`config.mk`:
```
export PLATFORM = sky130hd
export DESIGN_NAME = rpn_lan_rx
export DESIGN_NICKNAME = d
export VERILOG_FILES = /design/src/rtl/rpn_lan_rx.sv
export SDC_FILE = /design/constraint.sdc
export NUM_CORES = 1
export LEC_CHECK = 0
export CORE_AREA = 2 2 692 694
export DETAILED_ROUTE_END_ITERATION = 10
export DIE_AREA = 0 0 694 696
export GPL_TIMING_DRIVEN = 0
export MAX_ROUTING_LAYER = met4
export PLACE_DENSITY = 0.3
export SLEW_MARGIN = 0
export SYNTH_ARGS = -nofsm -noshare
export SYNTH_HDL_FRONTEND = slang
export SYNTH_SLANG_ARGS = --single-unit
```
`constraint.sdc`:
```
create_clock -name i_clk -period 3.4 [get_ports i_clk]
set_clock_uncertainty 0.2 [all_clocks]
set_input_delay 0.68 -clock i_clk [delete_from_list [all_inputs] [get_ports i_clk]]
set_output_delay 0.68 -clock i_clk [all_outputs]
set_load 0.1 [all_outputs]
```
`src/rtl/rpn_lan_rx.sv`:
```
// LAN receive path: accepts PUB messages, filters them against the per-sender
// sequence number held in BRAM, delivers new payloads to the node and acknowledges.
module rpn_lan_rx #(
  parameter int unsigned NODE_ID_WIDTH             = 8,
  parameter int unsigned LAN_SEQUENCE_NUMBER_WIDTH = 16,
  parameter int unsigned AXIS_DATA_WIDTH           = 512,
  parameter int unsigned PUB_DATA_WIDTH            = 256,
  parameter int unsigned BRAM_ADDR_WIDTH           = 32
) (
  input  logic                                 i_clk,
  input  logic                                 i_ap_rst_n,
  input  logic                                 i_sequence_numbers_initialized,
  input  logic [NODE_ID_WIDTH-1:0]             i_node_id,

  input  logic                                 from_nb_LAN_tvalid,
  output logic                                 from_nb_LAN_tready,
  input  logic [AXIS_DATA_WIDTH-1:0]           from_nb_LAN_tdata,
  input  logic [AXIS_DATA_WIDTH/8-1:0]         from_nb_LAN_tkeep,
  input  logic [NODE_ID_WIDTH-1:0]             from_nb_LAN_tid,
  input  logic [NODE_ID_WIDTH-1:0]             from_nb_LAN_tdest,
  input  logic                                 from_nb_LAN_tuser,
  input  logic                                 from_nb_LAN_tlast,

  output logic                                 to_node_tvalid,
  input  logic                                 to_node_tready,
  output logic [AXIS_DATA_WIDTH-1:0]           to_node_tdata,
  output logic [AXIS_DATA_WIDTH/8-1:0]         to_node_tkeep,
  output logic [NODE_ID_WIDTH-1:0]             to_node_tid,
  output logic [NODE_ID_WIDTH-1:0]             to_node_tdest,
  output logic                                 to_node_tlast,

  output logic                                 to_nb_ack_tvalid,
  input  logic                                 to_nb_ack_tready,
  output logic [AXIS_DATA_WIDTH-1:0]           to_nb_ack_tdata,
  output logic [NODE_ID_WIDTH-1:0]             to_nb_ack_tdest,
  output logic                                 to_nb_ack_tuser,
  output logic                                 to_nb_ack_tlast,

  output logic                                 seq_BRAM_CLK,
  output logic                                 seq_BRAM_RST,
  output logic                                 seq_BRAM_EN,
  output logic [BRAM_ADDR_WIDTH-1:0]           seq_BRAM_ADDR,
  input  logic [LAN_SEQUENCE_NUMBER_WIDTH-1:0] seq_BRAM_DOUT,
  output logic [3:0]                           seq_BRAM_WEN,
  output logic [LAN_SEQUENCE_NUMBER_WIDTH-1:0] seq_BRAM_DIN
);

  localparam int unsigned KEEP_WIDTH = AXIS_DATA_WIDTH / 8;
  localparam logic [3:0]  TYPE_PUB   = 4'd1;
  localparam logic [3:0]  TYPE_ACK   = 4'd2;

  typedef enum logic [2:0] {INIT, IDLE, READ_SEQ, CHECK, DELIVER, SEND_ACK} state_t;

  state_t                                state;
  logic [NODE_ID_WIDTH-1:0]              sender;
  logic [LAN_SEQUENCE_NUMBER_WIDTH-1:0]  seq;
  logic [PUB_DATA_WIDTH-1:0]             payload;
  logic [KEEP_WIDTH-1:0]                 keep_q;
  logic [NODE_ID_WIDTH-1:0]              tid_q;
  logic [NODE_ID_WIDTH-1:0]              tdest_q;

  logic [3:0]                            in_type;
  logic [NODE_ID_WIDTH-1:0]              in_sender;
  logic [NODE_ID_WIDTH-1:0]              bram_node;
  logic [LAN_SEQUENCE_NUMBER_WIDTH-1:0]  next_expected;
  logic                                  accept_pub;
  logic                                  write_seq;
  logic                                  unused_inputs;

  assign in_type       = from_nb_LAN_tdata[3:0];
  assign in_sender     = from_nb_LAN_tdata[4 +: NODE_ID_WIDTH];
  assign next_expected = seq_BRAM_DOUT + 1'b1;
  assign unused_inputs = ^{from_nb_LAN_tdata, from_nb_LAN_tuser, from_nb_LAN_tlast};

  assign from_nb_LAN_tready = (state == IDLE);
  assign accept_pub = from_nb_LAN_tready && from_nb_LAN_tvalid && (in_type == TYPE_PUB);
  assign write_seq  = (state == DELIVER) && to_node_tready;

  // The read is issued from the incoming beat so DOUT is ready by CHECK.
  assign bram_node     = write_seq ? sender : in_sender;
  assign seq_BRAM_CLK  = i_clk;
  assign seq_BRAM_RST  = ~i_ap_rst_n;
  assign seq_BRAM_EN   = accept_pub || write_seq;
  assign seq_BRAM_WEN  = write_seq ? 4'hF : 4'h0;
  assign seq_BRAM_ADDR = BRAM_ADDR_WIDTH'(bram_node) << 2;
  assign seq_BRAM_DIN  = seq;

  assign to_node_tvalid = (state == DELIVER);
  assign to_node_tdata  = AXIS_DATA_WIDTH'(payload);
  assign to_node_tkeep  = keep_q;
  assign to_node_tid    = tid_q;
  assign to_node_tdest  = tdest_q;
  assign to_node_tlast  = (state == DELIVER);

  assign to_nb_ack_tvalid = (state == SEND_ACK);
  assign to_nb_ack_tdest  = sender;
  assign to_nb_ack_tuser  = (state == SEND_ACK);
  assign to_nb_ack_tlast  = (state == SEND_ACK);

  always_comb begin
    to_nb_ack_tdata                                  = '0;
    to_nb_ack_tdata[3:0]                             = TYPE_ACK;
    to_nb_ack_tdata[4 +: NODE_ID_WIDTH]              = i_node_id;
    to_nb_ack_tdata[32 +: LAN_SEQUENCE_NUMBER_WIDTH] = seq;
  end

  always_ff @(posedge i_clk or negedge i_ap_rst_n) begin
    if (!i_ap_rst_n) begin
      state   <= INIT;
      sender  <= '0;
      seq     <= '0;
      payload <= '0;
      keep_q  <= '0;
      tid_q   <= '0;
      tdest_q <= '0;
    end else begin
      case (state)
        INIT:     if (i_sequence_numbers_initialized) state <= IDLE;
        IDLE: begin
          if (accept_pub) begin
            sender  <= in_sender;
            seq     <= from_nb_LAN_tdata[32 +: LAN_SEQUENCE_NUMBER_WIDTH];
            payload <= from_nb_LAN_tdata[64 +: PUB_DATA_WIDTH];
            keep_q  <= from_nb_LAN_tkeep;
            tid_q   <= from_nb_LAN_tid;
            tdest_q <= from_nb_LAN_tdest;
            state   <= READ_SEQ;
          end
        end
        READ_SEQ: state <= CHECK;
        CHECK: begin
          if (seq == next_expected)      state <= DELIVER;
          else if (seq == seq_BRAM_DOUT) state <= SEND_ACK;
          else                           state <= IDLE;
        end
        DELIVER:  if (to_node_tready)   state <= SEND_ACK;
        SEND_ACK: if (to_nb_ack_tready) state <= IDLE;
        default:  state <= INIT;
      endcase
    end
  end

endmodule

```
Word level (Yosys, flattened, before mapping)
Cells that the tools add are included.
{ "word_totals": {"ff_bits": 363, "in_bits": 624, "output_inout_bits": 1173, "elab_cells": 37} }
{ "classes": {"add_sub_neg": 1, "eq_ne": 12, "muxes": 9, "n_bitwise": 1, "n_reduce_logical": 7} }
{ "ops": {"columns": ["op", "count"], "rows": [
  ["$eq 16x16->1", 2],
  ["$mux 3", 6],
  ["$pmux 3 s6", 1],
  ["$add 16x1->16 const B", 1],
  ["$mux 8", 1],
  ["$eq 3x2->1 const B", 2],
  ["$eq 3x3->1 const B", 2],
  ["$ne 2x2->1 const B", 3],
  ["$eq 4x1->1 const B", 1],
  ["$mux 4", 1],
  ["$reduce_and 4->1", 1],
  ["$eq 3x1->1 const B", 1],
  ["$logic_and 1x1->1", 3],
  ["$logic_not 3->1", 1],
  ["$ne 2x1->1 const B", 1],
  ["$reduce_and 2->1", 1],
  ["$logic_or 1x1->1", 1],
  ["$not 1->1", 1]
]} }

Longest topological paths before layout
{ "depth": {"ltp_word": 5, "depth_mapped": 8, "depth_no_buf": 7} }

==> metrics <==
final core utilization=just under 9%; async set-reset flop share out of synthesis=100%; post-synthesis simple-gate area fraction=21.8%; Warnings, synthesis=0; grt ovf=0; aggregate global-route resource usage=7.59%; DR vias=18895; final setup margin=-0.280 ns; commonest non-fill, non-tap cells in the layout=nand2_1, buf_4, conb_1; mux share of post-synthesis cell area=less than 1%; Worst Hold End=seq_BRAM_DIN[12]; Worst Reg-to-Reg Cells=10; final hold viol count=0; drt wl/cell=17.9 µm; I/O Buffers=790; Layout Area Growth over Synthesis=104%; drt first pass iters=4; Max Cap Viol=2; Slew Viols, Final=2; DRC=0; period utilization=108%; via/cell ratio=1.81; nets=between 4000 and 5000; largest family of logic cells by synthesized area=buffers and inverters; CP Max Fanout=3; initial antenna violation count=95; Std-Cell Rows=254; Post-synth EDFFs=0; vias in the first global route=~18000; Worst R2R Start=state[2]; endpoint class of the critical path=primary output; HP Start=from_nb_LAN_tdata[44]; startpoint class of the critical path=flip-flop; Least-Margin Pin Slew=1.52 ns; number of fill cells in the layout=55789; status=complete, but fails checks; die height=696 µm; die area=483000 µm²; final antenna-violating net count=0; Setup Viol. Count Final=1; sequential area share after synthesis=44.7%; failing checks=capacitance limit, slew limit, setup timing; Syn Std Cell Area=around 20000 µm²; XOR/XNOR Fraction of Synth Area=0.813%; register-to-register setup slack=0.18 ns; share of layout cells above drive strength 1=a little over a quarter; hold path cells=3; gpl congestion=0.748; Mapped Cells=2447; placed instance area=38900 µm²; Hold Path Class=input port to flip-flop; critical setup path kind=flip-flop to primary output; HPWL Detailed=around 170 mm; compound-gate portion of the synthesized area=0.917%; fmax=272 MHz; Synth Area in Adders=0.0616%; RSZ-0062 raised after global routing=true; R2R Path End=payload[141]; CTS tree=yes; Reg clk slew, reported paths=0.06 ns; Initial Util=4.27%; post-synth cell types=49; maximum vdd drop=436 µV; largest net degree at the start of global routing=95; Synth Area per Inst=8.30 µm²; CP Data Arrival Time=2.80 ns; LEAKAGE=19.8 nW; min Tclk post-route=3.68 ns; relative slew slack=-0.972%; Synth Flop Type=dfrtp_1; FF+latch count, synth=363; DR iter-0 viols=692; design area=41400 µm²; # IOs=approximately 1800; Critical Path RT=between 2 and 3 ns; Cell Pwr Density=approximately 730 nW/µm²; Die Width=around 690 µm; first-pass GRT wire length=roughly 220 mm; core area=476000 µm²; final wirelength=187 mm; most common cell after layout, fill and taps aside=nand2_1; Clock Latency Late Sink=0.85 ns
[worst max-delay path by stage]
stage / from / end
final: state[2] / seq_BRAM_EN
after global placement: i_ap_rst_n / payload[146]
after CTS: state[2] / seq_BRAM_EN
after floorplan: state[1] / to_nb_ack_tuser
after global routing: state[2] / seq_BRAM_EN
after detailed placement: state[2] / seq_BRAM_EN
[cells by family after synthesis]
family                     after synthesis
buffers and inverters                  888
AOI/OAI and AO/OA                       25
and+or+nand+nor                       1142
xor gates and xnor gates                18
other                                    2
muxes                                    8
DFF                                    363
adders and majority gates                1
[metrics by stage]
step | setup TNS, ns | setup slack (ns) | power (mW) | cells | hold slack [ns]
finish | -0.280 | -0.280 | 30.2 | 10452 | 0.152
global route | -0.740 | -0.409 | 31.6 | 10445 | 0.0758
CTS | -2.51 | -0.567 | 31.0 | 10402 | 0.00242
detailed placement | -208.18 | -1.68 | 24.1 | 10283 | 0.252
global placement | -8083.95 | -20.59 | 24.3 | 10275 | 0.250
floorplan | 0 | 0.0831 | 18.8 | 3213 | 0.184
[repair_timing]
item                                    in CTS  in global routing
gates resized for setup                    521                 11
gates cloned                                 1                  0
setup buffers                               13                  4
hold endpoints to repair                    61                130
pin swaps                                    3                  3
endpoints found under the setup margin     572                 55
hold buffers                                 3                  4
[critical path, stage by stage, from the launching register on]
cell and delay, ns:
dfrtp_1 0.38, nand2b_4 0.15, or2_4 0.32, or4_4 0.61, buf_16 0.18, nand2b_4 0.09
buf_12 0.17
[Yosys cell counts, types with 5 or more instances]
| cell | n | area [µm²] |
|---|---|---|
| and2_1 | 5 | 31.3 |
| buf_4 | 801 | 6010 |
| clkbuf_1 | 77 | 289 |
| dfrtp_1 | 363 | 9080 |
| inv_1 | 5 | 18.8 |
| mux2_2 | 8 | 90.1 |
| nand2_1 | 1086 | 4080 |
| nand2b_1 | 8 | 50.1 |
| nand3_1 | 6 | 30.0 |
| nand4_1 | 6 | 37.5 |
| nor2_1 | 6 | 22.5 |
| xnor2_1 | 10 | 87.6 |
| xor2_1 | 7 | 61.3 |
[layout make-up]
class	instances	area, µm²	area share (%)
inverters	5	18.8	0.0453
multi-input cells	1962	7840	18.9
clock inverters	24	367	0.885
flip-flops and latches	363	9090	22.0
diodes	46	115	0.278
plain buffers	879	6370	15.4
clock buffers	82	1710	4.12
well taps	6272	7850	19.0
repair buffers	819	8050	19.4
[power by group]
part / internal, mW / switching, mW
registers: 5.29 / 0.716
clock network: 4.10 / 2.85
logic: 2.62 / 14.6
total: 12.0 / 18.1
[registers in the layout (all words and copies together), names as in the netlist]
signal / cells
to_node_tid: 8
to_node_tkeep: 64
to_nb_ack_tdest: 8
payload: 256
state: 3
to_node_tdest: 8
seq_BRAM_DIN: 16
[metal layers]
metal | wire [µm] | up-vias | share of wire, % | global-route usage (%)
li1 | - | 9252 | - | -
met5 | 0 | - | 0 | -
met4 | 4010 | 0 | 2.1 | 1.68
met3 | 24200 | 158 | 13 | 4.45
met1 | 71200 | 8468 | 38 | 7.98
met2 | 87200 | 1017 | 47 | 12.2
(Power assumes the default switching activity.)
